--- src/rtl/sort_sequencer_pkg.sv ---
// Shared types and constants for the odd-even transposition sort sequencer.
package sort_sequencer_pkg;

  typedef enum logic [1:0] {
    ST_LOAD  = 2'd0,
    ST_SORT  = 2'd1,
    ST_DRAIN = 2'd2
  } state_e;

  // Largest register file the pair masks cover (ADR_WIDTH <= 6).
  localparam int unsigned MAX_WORDS = 64;

  localparam logic [MAX_WORDS-1:0] EVEN_MASK_FULL = {32{2'b01}};
  localparam logic [MAX_WORDS-1:0] ODD_MASK_FULL  = {32{2'b10}};

  function automatic int unsigned num_words(input int unsigned adr_width);
    return 32'(1) << adr_width;
  endfunction

  // Bit i set when entry i is the lower half of an active pair; the top entry never starts one.
  function automatic logic [MAX_WORDS-1:0] pair_mask(input int unsigned n, input logic odd);
    logic [MAX_WORDS-1:0] m;
    m = odd ? ODD_MASK_FULL : EVEN_MASK_FULL;
    for (int unsigned i = 0; i < MAX_WORDS; i++) begin
      if (i >= n - 1) m[i] = 1'b0;
    end
    return m;
  endfunction

endpackage

--- src/rtl/comparator.sv ---
// Compare-exchange cell: when enabled, puts the smaller word on o_lo and the larger on o_hi.
module comparator #(
  parameter int unsigned DATA_WIDTH = 8
) (
  input  logic                  i_oen,
  input  logic [DATA_WIDTH-1:0] i_a,
  input  logic [DATA_WIDTH-1:0] i_b,
  output logic [DATA_WIDTH-1:0] o_lo,
  output logic [DATA_WIDTH-1:0] o_hi
);

  logic w_swap;

  // Equal words never swap, so duplicates keep their positions.
  assign w_swap = i_oen && (i_b < i_a);
  assign o_lo   = w_swap ? i_b : i_a;
  assign o_hi   = w_swap ? i_a : i_b;

endmodule

--- src/rtl/sort_phase_row.sv ---
// One odd-even transposition phase over the whole register file (purely combinational).
module sort_phase_row
  import sort_sequencer_pkg::*;
#(
  parameter int unsigned DATA_WIDTH = 8,
  parameter int unsigned ADR_WIDTH  = 3
) (
  input  logic                                        i_odd,
  input  logic [(2**ADR_WIDTH)-1:0][DATA_WIDTH-1:0]   i_words,
  output logic [(2**ADR_WIDTH)-1:0][DATA_WIDTH-1:0]   o_words
);

  localparam int unsigned NUM_WORDS = num_words(ADR_WIDTH);
  localparam int unsigned NUM_PAIRS = NUM_WORDS / 2;
  localparam logic [MAX_WORDS-1:0] EVEN_MASK = pair_mask(NUM_WORDS, 1'b0);
  localparam logic [MAX_WORDS-1:0] ODD_MASK  = pair_mask(NUM_WORDS, 1'b1);

  logic [NUM_WORDS-1:0]  w_mask;
  logic [DATA_WIDTH-1:0] w_a  [NUM_PAIRS];
  logic [DATA_WIDTH-1:0] w_b  [NUM_PAIRS];
  logic [DATA_WIDTH-1:0] w_lo [NUM_PAIRS];
  logic [DATA_WIDTH-1:0] w_hi [NUM_PAIRS];
  logic [NUM_PAIRS-1:0]  w_oen;

  assign w_mask = i_odd ? ODD_MASK[NUM_WORDS-1:0] : EVEN_MASK[NUM_WORDS-1:0];

  // Each cell serves pair (2k,2k+1) on even phases and (2k+1,2k+2) on odd phases.
  for (genvar k = 0; k < NUM_PAIRS; k++) begin : g_pair
    localparam int unsigned ODD_HI = (k < NUM_PAIRS - 1) ? 2 * k + 2 : 2 * k + 1;

    assign w_a[k]   = i_odd ? i_words[2*k+1]  : i_words[2*k];
    assign w_b[k]   = i_odd ? i_words[ODD_HI] : i_words[2*k+1];
    assign w_oen[k] = i_odd ? w_mask[2*k+1]   : w_mask[2*k];

    comparator #(
      .DATA_WIDTH (DATA_WIDTH)
    ) u_cmp (
      .i_oen (w_oen[k]),
      .i_a   (w_a[k]),
      .i_b   (w_b[k]),
      .o_lo  (w_lo[k]),
      .o_hi  (w_hi[k])
    );
  end

  always_comb begin
    o_words = i_words;
    if (i_odd) begin
      for (int unsigned k = 0; k + 1 < NUM_PAIRS; k++) begin
        o_words[2*k+1] = w_lo[k];
        o_words[2*k+2] = w_hi[k];
      end
    end else begin
      for (int unsigned k = 0; k < NUM_PAIRS; k++) begin
        o_words[2*k]   = w_lo[k];
        o_words[2*k+1] = w_hi[k];
      end
    end
  end

endmodule

--- src/rtl/sort_sequencer.sv ---
// Loads a block of words, runs NUM_WORDS odd-even transposition phases, then drains ascending.
module sort_sequencer
  import sort_sequencer_pkg::*;
#(
  parameter int unsigned DATA_WIDTH = 8,
  parameter int unsigned ADR_WIDTH  = 3
) (
  input  logic                  clk,
  input  logic                  rst,
  input  logic                  in_valid,
  output logic                  in_ready,
  input  logic [DATA_WIDTH-1:0] in_data,
  output logic                  out_valid,
  input  logic                  out_ready,
  output logic [DATA_WIDTH-1:0] out_data,
  output logic                  out_last,
  output logic                  busy
);

  localparam int unsigned NUM_WORDS = num_words(ADR_WIDTH);
  localparam int unsigned CNT_W     = ADR_WIDTH + 1;
  localparam logic [CNT_W-1:0] LAST_IDX = CNT_W'(NUM_WORDS - 1);

  state_e r_state;
  state_e w_state_nxt;

  logic [CNT_W-1:0]                       r_cnt;
  logic [CNT_W-1:0]                       r_phase;
  logic [NUM_WORDS-1:0][DATA_WIDTH-1:0]   r_mem;
  logic [NUM_WORDS-1:0][DATA_WIDTH-1:0]   w_mem_sorted;
  logic [ADR_WIDTH-1:0]                   w_idx;
  logic                                   w_in_fire;
  logic                                   w_out_fire;
  logic                                   w_cnt_last;
  logic                                   w_phase_last;

  assign w_idx        = r_cnt[ADR_WIDTH-1:0];
  assign w_cnt_last   = (r_cnt == LAST_IDX);
  assign w_phase_last = (r_phase == LAST_IDX);
  assign w_in_fire    = in_valid && (r_state == ST_LOAD);
  assign w_out_fire   = out_ready && (r_state == ST_DRAIN);

  sort_phase_row #(
    .DATA_WIDTH (DATA_WIDTH),
    .ADR_WIDTH  (ADR_WIDTH)
  ) u_row (
    .i_odd   (r_phase[0]),
    .i_words (r_mem),
    .o_words (w_mem_sorted)
  );

  always_ff @(posedge clk or posedge rst) begin
    if (rst) r_state <= ST_LOAD;
    else     r_state <= w_state_nxt;
  end

  always_comb begin
    w_state_nxt = r_state;
    case (r_state)
      ST_LOAD:  if (w_in_fire && w_cnt_last)  w_state_nxt = ST_SORT;
      ST_SORT:  if (w_phase_last)             w_state_nxt = ST_DRAIN;
      ST_DRAIN: if (w_out_fire && w_cnt_last) w_state_nxt = ST_LOAD;
      default:                                w_state_nxt = ST_LOAD;
    endcase
  end

  // Outputs decode only registered state, so nothing depends combinationally on out_ready.
  always_comb begin
    in_ready  = 1'b0;
    out_valid = 1'b0;
    out_last  = 1'b0;
    busy      = 1'b0;
    out_data  = '0;
    case (r_state)
      ST_LOAD:  in_ready = 1'b1;
      ST_SORT:  busy = 1'b1;
      ST_DRAIN: begin
        busy      = 1'b1;
        out_valid = 1'b1;
        out_data  = r_mem[w_idx];
        out_last  = w_cnt_last;
      end
      default:  in_ready = 1'b0;
    endcase
  end

  // Word counter, phase counter and register file.
  always_ff @(posedge clk or posedge rst) begin
    if (rst) begin
      r_cnt   <= '0;
      r_phase <= '0;
      r_mem   <= '0;
    end else begin
      case (r_state)
        ST_LOAD: begin
          if (w_in_fire) begin
            r_mem[w_idx] <= in_data;
            if (w_cnt_last) begin
              r_cnt   <= '0;
              r_phase <= '0;
            end else begin
              r_cnt <= r_cnt + CNT_W'(1);
            end
          end
        end
        ST_SORT: begin
          r_mem   <= w_mem_sorted;
          r_phase <= r_phase + CNT_W'(1);
          if (w_phase_last) r_cnt <= '0;
        end
        ST_DRAIN: begin
          if (w_out_fire) begin
            if (w_cnt_last) r_cnt <= '0;
            else            r_cnt <= r_cnt + CNT_W'(1);
          end
        end
        default: r_cnt <= '0;
      endcase
    end
  end

endmodule

--- config.mk ---
export PLATFORM = sky130hd
export DESIGN_NAME = sort_sequencer
export DESIGN_NICKNAME = d
export VERILOG_FILES = /design/src/rtl/sort_sequencer_pkg.sv /design/src/rtl/comparator.sv /design/src/rtl/sort_phase_row.sv /design/src/rtl/sort_sequencer.sv
export SDC_FILE = /design/constraint.sdc
export NUM_CORES = 1
export LEC_CHECK = 0
export ABC_CLOCK_PERIOD_IN_PS = 3600
export BUFFER_PORTS_ARGS = -buffer_cell sky130_fd_sc_hd__buf_2
export CORE_ASPECT_RATIO = 0.9
export CORE_UTILIZATION = 43
export CTS_CLUSTER_DIAMETER = 50
export DETAILED_ROUTE_END_ITERATION = 6
export HOLD_SLACK_MARGIN = 0.06
export PLACE_DENSITY = 0.55
export SYNTH_ARGS = -nofsm -noshare
export SYNTH_HDL_FRONTEND = slang
export SYNTH_SLANG_ARGS = --single-unit
--- constraint.sdc ---
create_clock -name clk -period 3.6 [get_ports clk]
set_input_delay 0.36 -clock clk [delete_from_list [all_inputs] [get_ports clk]]
set_output_delay 0.36 -clock clk [all_outputs]
set_load 0.02 [all_outputs]
==> impl_metrics.toml <==
[sta]
rsz0062_at_grt = "false"
finalHoldViolations = 0
worst_slack_ns = 0.2382
period_minus_slack_ns = 3.362
skew_ns = 0.008217
setup-tns-final_ns = 0
post-route-period-util = 0.9338
maxSlewHeadroom = 0.1502
slew_violations = 0
clock.fmax_mhz = 297.5
setup_violations = 0
holdWs_ns = 0.1421
tightest_slew_ns = 1.266

[grt]
grt_util_met3 = 0.05388
grt_max_degree = 46
grt-busiest-layer = "met2"
grt_pass1_vias = 6477
overflow = 0
antenna_found_initial = 0
grt_pass1_wl_um = 37630
track_usage = 0.3073
use_met1 = 0.4321
use_met2 = 0.4637

[floorplan]
die_w_um = 134.1
ioPinCount = 24
die-height_um = 120.9
coreArea_um2 = 15390
rows = 43
start_util = 0.4389
die-area_um2 = 16210

[synthesis]
yosysWarnings = 0
yosysTopAreaCell = "dfrtp_1"
ys_ff_latch = 74
netlist_instances = 849
yosysSeqAreaShare = 0.2742
yosys-top-cells-area = "dfrtp_1 27%, ha_1 6.1%, mux2i_1 5.6%"
syn_avg_cell_area_um2 = 7.954
synth_cell_types = 72
synth_nets = 894
netlist_area_um2 = 6753
synth_enable_flop_cells = 0
synth_ff_type = "dfrtp_1"
synth_top_cell_area_share = 0.2742
synthArstFlopShare = 1.000

[finish]
multi_input_area_um2 = 4509
nets = 900
area_delta_synth_final_pct = 10.28
utilization = 0.4840
n_fill_cell = 1611
drive_gt1_frac = 0.1360
layout_common_cells = "99 x nor2_1, 77 x nand2_1, 73 x dfrtp_1"
sequential_cell_area_um2 = 1856
num_antenna_cells = 0
stdcell_count = 1062
layout_commonest_cell = "nor2_1"
final_cell_area_um2 = 7447

[worst_setup_path]
worst-setup-path-type = "reg2reg"
critPathTopFamily = "compound AO/OA/AOI/OAI gates"
required_ns = 3.82
crit_path_top_delay_cell = "dfrtp_4"
r2r_setup_slack_ns = 0.24
cp_common_cell = "buf_4"
reg2reg_depth = 11
r2r_end = "r_mem[45]"
critPathLaunchType = "flop"
worst_path_largest_cell_delay_ns = 0.66
reg2reg_from = "r_phase[0]"
crit_buf_inv = 3
cp_max_fo = 22
crit_arrival_ns = 3.58
path_cells = "buf_4 -> mux2i_1 -> inv_1 -> ha_1 -> a21o_1 -> a221oi_2 -> o21ai_4 -> buf_4 -> xnor2_1 -> a311oi_1 -> o22ai_1"
endpoint_kind = "flop"

[drt]
drt_iter0_markers = 774
viasPerCell = 6.497
vias = 6900
drc_errors = 0
ant_nets = 0
drtPass1Iterations = 6
drt-total-wl_um = 24600
drt-wirelength-per-cell_um = 23.16

[place]
detailed_place_hpwl_um = 17750
dpl-instance-area_um2 = 7133
dp.cells = 1045
place_ws_ns = 0.2210
gp_congestion = 0.9703
port_buffers = 23

[power]
p_per_area_nw_per_um2 = 1020
power.total_mw = 7.598
ir_drop_uv = 503.7
p_clk_frac = 0.126
p_comb_frac = 0.636
seq_power_share = 0.239
power.leakage_nw = 2.970
swShare = 0.5182
p_int_mw = 3.660
p_sw_mw = 3.937

[cts]
cts_buffers = 9
root_buffer = "clkbuf_16"
htreeDepth = 3
tritoncts = "done"
clk_latency_ns = 0.35
clk_path_buf_depth = 2
clk_pin_slew_ns = 0.06
hold_buffers = 0
clock_sinks = 74

[worst_hold_path]
holdCritPathClass = "in2async"

[job]
drv_cap = 0

[outcome]
outcome = "finished clean"
## power by group through the flow
stage,Clock [mW],Sequential (mW),Combinational (mW)
global placement,0,1.80,4.63
detailed placement,0,1.80,4.68
global route,0.996,1.85,5.27
CTS,0.970,1.79,4.72
finish,0.954,1.81,4.83
floorplan,0,1.52,3.58
## synthesized netlist by cell type (all sizes together), types with 24 or more instances
master	count
mux2i	38
a31oi	24
clkbuf	38
a21oi	64
inv	35
o21ai	59
o211ai	31
nor2	100
mux2	28
dfrtp	74
ha	33
nand2	78
buf	24
## final cells by class
| type | instances | area share |
|---|---|---|
| inverters | 37 | 0.01882 |
| flip-flops and latches | 74 | 0.2492 |
| multi-input cells | 676 | 0.6055 |
| well taps | 202 | 0.03394 |
| repair buffers | 57 | 0.05242 |
| clock buffers | 14 | 0.03545 |
| clock inverters | 2 | 0.004704 |
## repair_timing
action                     CTS  global route
setup buffers                0             1
setup endpoints to repair    0             3
gates resized for setup      0             0
## cell families (layout without fill, tap and decap cells)
family	Yosys count	count (layout)	synth area share
DFF	74	74	0.2742
AOI/OAI and AO/OA	297	297	0.3026
and+or+nand+nor	273	273	0.1870
xor gates and xnor gates	5	5	0.006485
adders and majority gates	33	33	0.06115
muxes	68	68	0.1102
buffers and inverters	99	110	0.05837
## worst register-to-register path, cell delays in order, from the launching register on
cell and delay [ns]:
dfrtp_4 0.66, buf_4 0.27, mux2i_1 0.37, inv_1 0.09
ha_1 0.32, a21o_1 0.18, a221oi_2 0.40, o21ai_4 0.14
buf_4 0.23, xnor2_1 0.17, a311oi_1 0.30, o22ai_1 0.10
## routing by layer
layer,vias up,part of all wire
li1,3164,-
met1,3324,0.45
met2,351,0.44
met3,61,0.075
met4,0,0.035
met5,-,0
## state kept, by name, summed over array words and instances (netlist names)
signal	count
r_phase	4
r_mem	64
r_cnt	4
r_state	2
## worst max path at each step
stage / start / end / slack, ns / cells after the start
global placement: r_phase[0] / r_mem[24] / 0.25 / 11
detailed placement: r_phase[0] / r_mem[45] / 0.22 / 11
floorplan: r_phase[0] / r_mem[32] / 0.45 / 12
global route: r_phase[0] / r_mem[31] / 0.11 / 11
finish: r_phase[0] / r_mem[45] / 0.24 / 11
CTS: r_phase[0] / r_mem[45] / 0.20 / 11
No activity file was read; power rests on OpenSTA's default activity.
